$ cat src/rtl/ysyx_25060170_mem_arbiter.sv
// rtl/ysyx_25060170_mem_arbiter.sv - round-robin IFU/LSU arbiter for the single memory port with response timeout
module ysyx_25060170_mem_arbiter #(
  parameter int ADDR_W  = 32,
  parameter int DATA_W  = 32,
  parameter int TIMEOUT = 256
) (
  input  logic                clk,
  input  logic                rst,
  input  logic                ifu_req_valid,
  output logic                ifu_req_ready,
  input  logic [ADDR_W-1:0]   ifu_addr,
  output logic                ifu_rsp_valid,
  output logic [DATA_W-1:0]   ifu_rsp_data,
  output logic                ifu_rsp_err,
  input  logic                lsu_req_valid,
  output logic                lsu_req_ready,
  input  logic [ADDR_W-1:0]   lsu_addr,
  input  logic                lsu_wen,
  input  logic [DATA_W-1:0]   lsu_wdata,
  input  logic [DATA_W/8-1:0] lsu_wmask,
  output logic                lsu_rsp_valid,
  output logic [DATA_W-1:0]   lsu_rsp_data,
  output logic                lsu_rsp_err,
  output logic                mem_req_valid,
  input  logic                mem_req_ready,
  output logic [ADDR_W-1:0]   mem_addr,
  output logic                mem_wen,
  output logic [DATA_W-1:0]   mem_wdata,
  output logic [DATA_W/8-1:0] mem_wmask,
  input  logic                mem_rsp_valid,
  input  logic [DATA_W-1:0]   mem_rsp_data
);

  localparam int MASK_W = DATA_W / 8;
  localparam int CNT_W  = $clog2(TIMEOUT);
  // The counter reads 0 in the first REQ cycle, so the error pulse lands
  // TIMEOUT cycles after accept when the last wait cycle sees this value.
  localparam int unsigned LAST_CNT = TIMEOUT - 2;

  localparam logic OWN_IFU = 1'b0;
  localparam logic OWN_LSU = 1'b1;

  typedef enum logic [1:0] {IDLE, REQ, RESP} state_t;

  state_t              state_q, state_d;
  logic [CNT_W-1:0]    cnt_q, cnt_d;
  logic                owner_q, owner_d;
  logic                last_grant_q, last_grant_d;
  logic [ADDR_W-1:0]   addr_q, addr_d;
  logic                wen_q, wen_d;
  logic [DATA_W-1:0]   wdata_q, wdata_d;
  logic [MASK_W-1:0]   wmask_q, wmask_d;
  logic                ifu_rsp_valid_q, ifu_rsp_valid_d;
  logic                ifu_rsp_err_q, ifu_rsp_err_d;
  logic [DATA_W-1:0]   ifu_rsp_data_q, ifu_rsp_data_d;
  logic                lsu_rsp_valid_q, lsu_rsp_valid_d;
  logic                lsu_rsp_err_q, lsu_rsp_err_d;
  logic [DATA_W-1:0]   lsu_rsp_data_q, lsu_rsp_data_d;

  logic grant_lsu, grant_ifu, rsp_done, timed_out, final_cnt;

  // Next-state, grant and response logic; registers hold unless overridden.
  always_comb begin
    state_d         = state_q;
    cnt_d           = cnt_q;
    owner_d         = owner_q;
    last_grant_d    = last_grant_q;
    addr_d          = addr_q;
    wen_d           = wen_q;
    wdata_d         = wdata_q;
    wmask_d         = wmask_q;
    ifu_rsp_valid_d = 1'b0;
    ifu_rsp_err_d   = ifu_rsp_err_q;
    ifu_rsp_data_d  = ifu_rsp_data_q;
    lsu_rsp_valid_d = 1'b0;
    lsu_rsp_err_d   = lsu_rsp_err_q;
    lsu_rsp_data_d  = lsu_rsp_data_q;
    ifu_req_ready   = 1'b0;
    lsu_req_ready   = 1'b0;
    rsp_done        = 1'b0;
    timed_out       = 1'b0;

    // On a tie the master that did not win last time gets the port.
    grant_lsu = lsu_req_valid && (!ifu_req_valid || (last_grant_q == OWN_IFU));
    grant_ifu = ifu_req_valid && !grant_lsu;
    final_cnt = (cnt_q == CNT_W'(LAST_CNT));

    case (state_q)
      IDLE: begin
        ifu_req_ready = grant_ifu;
        lsu_req_ready = grant_lsu;
        if (grant_lsu) begin
          addr_d       = lsu_addr;
          wen_d        = lsu_wen;
          wdata_d      = lsu_wdata;
          wmask_d      = lsu_wmask;
          owner_d      = OWN_LSU;
          last_grant_d = OWN_LSU;
          cnt_d        = '0;
          state_d      = REQ;
        end else if (grant_ifu) begin
          addr_d       = ifu_addr;
          wen_d        = 1'b0;
          wdata_d      = '0;
          wmask_d      = '0;
          owner_d      = OWN_IFU;
          last_grant_d = OWN_IFU;
          cnt_d        = '0;
          state_d      = REQ;
        end
      end
      REQ: begin
        cnt_d = cnt_q + CNT_W'(1);
        if (mem_req_ready && mem_rsp_valid) begin
          rsp_done = 1'b1;
        end else if (final_cnt) begin
          timed_out = 1'b1;
        end else if (mem_req_ready) begin
          state_d = RESP;
        end
      end
      RESP: begin
        cnt_d = cnt_q + CNT_W'(1);
        if (mem_rsp_valid) begin
          rsp_done = 1'b1;
        end else if (final_cnt) begin
          timed_out = 1'b1;
        end
      end
      default: state_d = IDLE;
    endcase

    if (rsp_done || timed_out) begin
      state_d = IDLE;
      if (owner_q == OWN_LSU) begin
        lsu_rsp_valid_d = 1'b1;
        lsu_rsp_err_d   = timed_out;
        lsu_rsp_data_d  = (rsp_done && !wen_q) ? mem_rsp_data : '0;
      end else begin
        ifu_rsp_valid_d = 1'b1;
        ifu_rsp_err_d   = timed_out;
        ifu_rsp_data_d  = rsp_done ? mem_rsp_data : '0;
      end
    end
  end

  // State and datapath registers with synchronous reset.
  always_ff @(posedge clk) begin
    if (rst) begin
      state_q         <= IDLE;
      cnt_q           <= '0;
      owner_q         <= OWN_IFU;
      last_grant_q    <= OWN_IFU;
      addr_q          <= '0;
      wen_q           <= 1'b0;
      wdata_q         <= '0;
      wmask_q         <= '0;
      ifu_rsp_valid_q <= 1'b0;
      ifu_rsp_err_q   <= 1'b0;
      ifu_rsp_data_q  <= '0;
      lsu_rsp_valid_q <= 1'b0;
      lsu_rsp_err_q   <= 1'b0;
      lsu_rsp_data_q  <= '0;
    end else begin
      state_q         <= state_d;
      cnt_q           <= cnt_d;
      owner_q         <= owner_d;
      last_grant_q    <= last_grant_d;
      addr_q          <= addr_d;
      wen_q           <= wen_d;
      wdata_q         <= wdata_d;
      wmask_q         <= wmask_d;
      ifu_rsp_valid_q <= ifu_rsp_valid_d;
      ifu_rsp_err_q   <= ifu_rsp_err_d;
      ifu_rsp_data_q  <= ifu_rsp_data_d;
      lsu_rsp_valid_q <= lsu_rsp_valid_d;
      lsu_rsp_err_q   <= lsu_rsp_err_d;
      lsu_rsp_data_q  <= lsu_rsp_data_d;
    end
  end

  assign mem_req_valid = (state_q == REQ);
  assign mem_addr      = addr_q;
  assign mem_wen       = wen_q;
  assign mem_wdata     = wdata_q;
  assign mem_wmask     = wmask_q;
  assign ifu_rsp_valid = ifu_rsp_valid_q;
  assign ifu_rsp_err   = ifu_rsp_err_q;
  assign ifu_rsp_data  = ifu_rsp_data_q;
  assign lsu_rsp_valid = lsu_rsp_valid_q;
  assign lsu_rsp_err   = lsu_rsp_err_q;
  assign lsu_rsp_data  = lsu_rsp_data_q;

endmodule

$ cat config.mk
export PLATFORM = sky130hd
export DESIGN_NAME = ysyx_25060170_mem_arbiter
export DESIGN_NICKNAME = d
export VERILOG_FILES = /design/src/rtl/ysyx_25060170_mem_arbiter.sv
export SDC_FILE = /design/constraint.sdc
export NUM_CORES = 1
export LEC_CHECK = 0
export ABC_AREA = 1
export BUFFER_PORTS_ARGS = -buffer_cell sky130_fd_sc_hd__buf_2
export CAP_MARGIN = 15
export CORE_MARGIN = 4
export CORE_UTILIZATION = 47
export CTS_CLUSTER_SIZE = 8
export DETAILED_ROUTE_END_ITERATION = 8
export PLACE_DENSITY = 0.81
export SLEW_MARGIN = 0
export SYNTH_ARGS = -nofsm -noshare
export SYNTH_HDL_FRONTEND = slang
export SYNTH_SLANG_ARGS = --single-unit
$ cat constraint.sdc
create_clock -name clk -period 2 [get_ports clk]
set_input_delay 0.2 -clock clk [delete_from_list [all_inputs] [get_ports clk]]
set_output_delay 0.2 -clock clk [all_outputs]
set_load 0.03 [all_outputs]
# ---- After elaboration in Yosys (flattened, before gate mapping)
# Index checks and enable logic that the tools add are counted.
dict set report totals {
  wordCells 75
  regBits 148
  input_bits 139
}
dict set report op_classes {
  n_eq_ne 7
  bitwise 3
  muxes 31
  n_reduce_logical 20
  n_addsub 1
}
# operator count
set op_table {}
lappend op_table {{two-way mux 32 bit} 6}
lappend op_table {{two-way mux 8 bit} 2}
lappend op_table {{one-hot mux 8 bit (2 select lines)} 1}
lappend op_table {{two-way mux 1 bit} 12}
lappend op_table {{two-way mux 2 bit} 5}
lappend op_table {{adder 8 x 1 -> 8 bit, second input constant} 1}
lappend op_table {{== test 8 bit, second input constant} 1}
lappend op_table {{two-way mux 4 bit} 2}
lappend op_table {{AND reduction 2 bit} 4}
lappend op_table {{one-hot mux 2 bit (3 select lines)} 1}
lappend op_table {{OR reduction 2 bit} 3}
lappend op_table {{AND reduction 5 bit} 1}
lappend op_table {{logical AND 1 bit} 4}
lappend op_table {{inequality test 2 bit, second input constant} 2}
lappend op_table {{one-hot mux 1 bit (2 select lines)} 2}
lappend op_table {{nonzero test 2 bit} 2}
lappend op_table {{logical NOT 1 bit} 3}
lappend op_table {{inequality test 3 bit, second input constant} 1}
lappend op_table {{NOT 1 bit} 3}
lappend op_table {{== test 2 x 1 -> 1 bit, second input constant} 1}
lappend op_table {{== test 2 bit, second input constant} 1}
lappend op_table {{logical NOT 2 bit} 1}
lappend op_table {{logical OR 1 bit} 2}
lappend op_table {{inequality test 2 x 1 -> 1 bit, second input constant} 1}

# ---- Logic depth before layout (Yosys ltp)
dict set report depth {
  word_depth 8
  depth_mapped 13
}

# ---- Worst setup path before layout
# Ideal clock, no wire load.
dict set report synth_path {
  path_type {flip-flop to flip-flop}
  start {register state_q[1]}
  end {register ifu_rsp_data_q[10], in the netlist ifu_rsp_data[10]}
  stages_incl_launch_ff 11
  path_slack_ns 0.238
  n_path_buf 1
  arrival_ns 1.630
  synth_period_minus_slack_ns 1.762
  setup_time_ns 0.132
  cell_sequence {dfxtp_1 > inv_1 > ha_1 > o21ai_0 > nor2_2 > nand2_1 > nand2_2 > nand2_2 > buf_2 > nand2_1 > a21oi_1}
}
dict set report synth_via {
  elab_chain_cells 4
}
# element line
set synth_rtl {}
lappend synth_rtl {{from (decl)} 45} ;# state_t state_q, state_d;
lappend synth_rtl {{from (signal assigned)} 165} ;# state_q <= state_d;
lappend synth_rtl {{== test 2 x 1 -> 1 bit *} n/a}
lappend synth_rtl {{named net mem_req_valid} 24} ;# output logic mem_req_valid,
lappend synth_rtl {{one-hot mux 1 bit (2 select lines)} 88} ;# case (state_q)
lappend synth_rtl {{logical OR 1 bit} 133} ;# if (rsp_done || timed_out) begin
lappend synth_rtl {{AND reduction 2 bit (no line)} n/a}
lappend synth_rtl {{to (signal assigned)} 175} ;# ifu_rsp_data_q <= ifu_rsp_data_d;
lappend synth_rtl {{to (decl)} 55} ;# logic [DATA_W-1:0] ifu_rsp_data_q, ifu_rsp_data_d;
# Mark *: on every way through the listed nets, which the timed path passes. The rest lies on a longest branch.
# A chain may end at the register's enable or synchronous reset.

# ---- Worst setup path in the final report
dict set report layout_path {
  start {register state_q[0]}
  end {output port lsu_req_ready}
}
dict set report layout_via {
  elab_chain_cells 2
}
# element line
set layout_rtl {}
lappend layout_rtl {{logical NOT 2 bit} 88}
lappend layout_rtl {{two-way mux 1 bit} 88}
lappend layout_rtl {{to (decl)} 16} ;# output logic lsu_req_ready,
# No other way between the ends.

==> summary.txt <==
Synthesis
  • Post-synthesis sequential area ratio: 49.87%
  • Synth top cells by count: nand2_1 (256), dfxtp_1 (148), a21oi_1 (108), nand3_1 (70), nor2_1 (48)
  • Syn_nets: 950
  • Synth area leaders: dfxtp_1 (50%), nand2_1 (16%), a21oi_1 (9.1%)
  • Gate Count Post-Synth: 806
  • Leading area contributor after synthesis: dfxtp_1
  • Number of flops mapped to enable cells by yosys: 0
  • Post-Syn Area: 0.005941 mm²
  • Synth unique cells: 25
  • Most frequent cell after synthesis: nand2_1
  • Top FF cell, synth: dfxtp_1
  • Synthesis Warnings: 0
  • Share of the synthesized area in the top cell type: 49.87%
  • Share of flip-flops with an asynchronous set or reset: 0%
  • FF+latch count, synth: 148
  • Avg Cell Area, Syn: 7.371 µm²

Finish
  • Proportion of layout cells with a drive suffix above 1: 32.24%
  • Diodes inserted: 0
  • Non-Filler Instances: 1238
  • NumNets Final: 1201
  • Post-layout util: 66.63%
  • Post-route cell area: 0.008137 mm²
  • Area grow syn2layout: 36.96%

Critical path
  • CP Class: reg2out
  • Setup crit end kind: output port
  • Worst Path Arrival: 1.68 ns
  • Crit path max fanout: 39
  • Crit path required time: 1.80 ns
  • CP Launch Type: flip-flop

Clocking
  • Clock buffer depth: 2
  • H-Tree Level Count: 4
  • CTS tree: done
  • CTS Buf Count: 17
  • Clock Latency Late Sink: 0.42 ns
  • Root buffer selected by CTS: clkbuf_16
  • Post-CTS Setup Bufs: 0
  • Num Clock Sinks: 148
  • Clk slew on worst S/H paths: 0.06 ns
  • Hold buffer count at cts: 0

Timing
  • Worst Skew: 0.005958 ns
  • Slew Limit Fails: 0
  • Tightest Pin Transition: 0.8439 ns
  • Worst slew margin: 43.74%
  • Fin. Hold Viols: 0
  • Fin crit share: 94.21%
  • Final TNS setup: 0 ns
  • Final worst path period need: 1.884 ns
  • RSZ-0062 raised after global routing: no
  • Fmax: 530.7 MHz
  • Finish-stage setup viols: 0

Placement
  • Port bufs: 278
  • DP HPWL: 12600 µm
  • Placed cells: 1205
  • RePlAce Congestion: 0.8302
  • Total placed instance area: 0.007442 mm²

Global route
  • GRT Overall Usage: 23.56%
  • Initial antenna violation count: 0
  • Vias in the first global route: 5721
  • Largest net degree at the start of global routing: 79
  • First-pass GRT wire length: 27610 µm
  • Total grt overflow: 0

Die
  • Initial Utilization: 48.65%
  • Chip height: 120.4 µm
  • Width of the chip: 120.4 µm
  • Io pins: 279
  • Placeable Area: 0.01221 mm²
  • # rows: 40
  • Die Area: 0.01450 mm²

Pwr
  • Pwr/cell area: 1256 mW/mm²
  • Maximum vdd ir drop: 0.6515 mV
  • P_leak: 3.712 nW

Routing
  • Drt wl/cell: 14.56 µm
  • Vias per cell: 5.103
  • ANT nets after route: 0
  • Vias: 6317
  • DRC Markers: 0
  • WL final: 18030 µm
  • First-pass DRT Iterations: 4
  • Initial DRC Count: 446

Run
  • Max-cap violations: 0

Worst hold path
  • Tightest Hold Check Type: in2reg

Run status
  • Outcome: completed
## what timing repair did
item / 4_1_cts / 5_1_grt
endpoints found under the setup margin: 1 / 38
resized for setup: 1 / 8
hold endpoints to repair: 0 / 0
cloned: 0 / 1
## where the power goes
| part | internal [mW] | switching [mW] |
|---|---|---|
| clock network | 2.19 | 1.23 |
| registers | 3.38 | 0.213 |
| logic | 0.967 | 2.24 |
| total | 6.54 | 3.68 |
## per-layer routing
metal,vias up,track usage [%],wire length [µm]
met3,38,7.297,1528
met2,262,39.82,8780
met4,0,10.27,448
met5,-,0,0
met1,2844,27.51,7269
li1,3173,-,-
## kinds of logic (layout without fill, tap and decap cells)
| group | Yosys count | after routing | share of synthesized area (%) |
|---|---|---|---|
| AND/OR/NAND/NOR | 390 | 390 | 26.79 |
| AO/OA/AOI/OAI | 182 | 182 | 16.13 |
| flip-flops | 148 | 148 | 49.87 |
| buffers and inverters | 80 | 344 | 6.002 |
| adder cells (fa/ha/maj) | 5 | 5 | 1.053 |
| XOR/XNOR | 1 | 1 | 0.1475 |
## flip-flops by register name, indices dropped and copies added, names as in the netlist, 2 cells and up
register and count:
mem_addr 32, lsu_rsp_data 32, state_q 2, mem_wmask 4, ifu_rsp_data 32, mem_wdata 32, cnt_q 8
## cell type report
type	count	area [µm²]
inverter	16	60.06
clock buffer	21	470.5
tap	168	210.2
multi-input combinational	578	2641
sequential	148	2964
fill	1109	4075
clock inverter	11	173.9
timing repair buffer	296	1617
## path summary, 6_finish.rpt
path	start	to	slack (ns)	cells after the start
setup / recovery	state_q[0]	lsu_req_ready	0.12	6
setup reg to reg	state_q[1]	lsu_rsp_data[13]	0.14	11
hold reg to reg	ifu_rsp_data[0]	ifu_rsp_data[0]	0.46	2
hold / removal	lsu_wmask[2]	mem_wmask[2]	0.02	3
## worst max-delay path, cell delays in order (launching register included)
cell	delay (ns)
dfxtp_1	0.32
inv_1	0.09
ha_2	0.23
inv_1	0.09
nor2_2	0.15
buf_12	0.21
buf_6	0.16
## through the flow
stage	power, mW	hold WS [ns]	setup slack (ns)
6_report	10.22	0.02444	0.1158
3_3_place_gp	6.770	0.4460	0.2052
2_1_floorplan	5.817	0.3437	0.2380
5_1_grt	10.72	0.01946	0.001162
4_1_cts	10.24	0.004913	0.0007920
3_5_place_dp	6.805	0.4488	0.1391
## layout by cell type (no fill, tap or decap), drive strengths merged, types with 3 or more instances in the layout
master	n
buf	295
nand2	261
dfxtp	148
a21oi	108
nand3	70
nor2	51
o21ai	40
a31oi	33
clkbuf	22
inv	16
ha	5
bufinv	4
clkinv	4
nor3	3
clkinvlp	3
(Power assumes the default switching activity.)
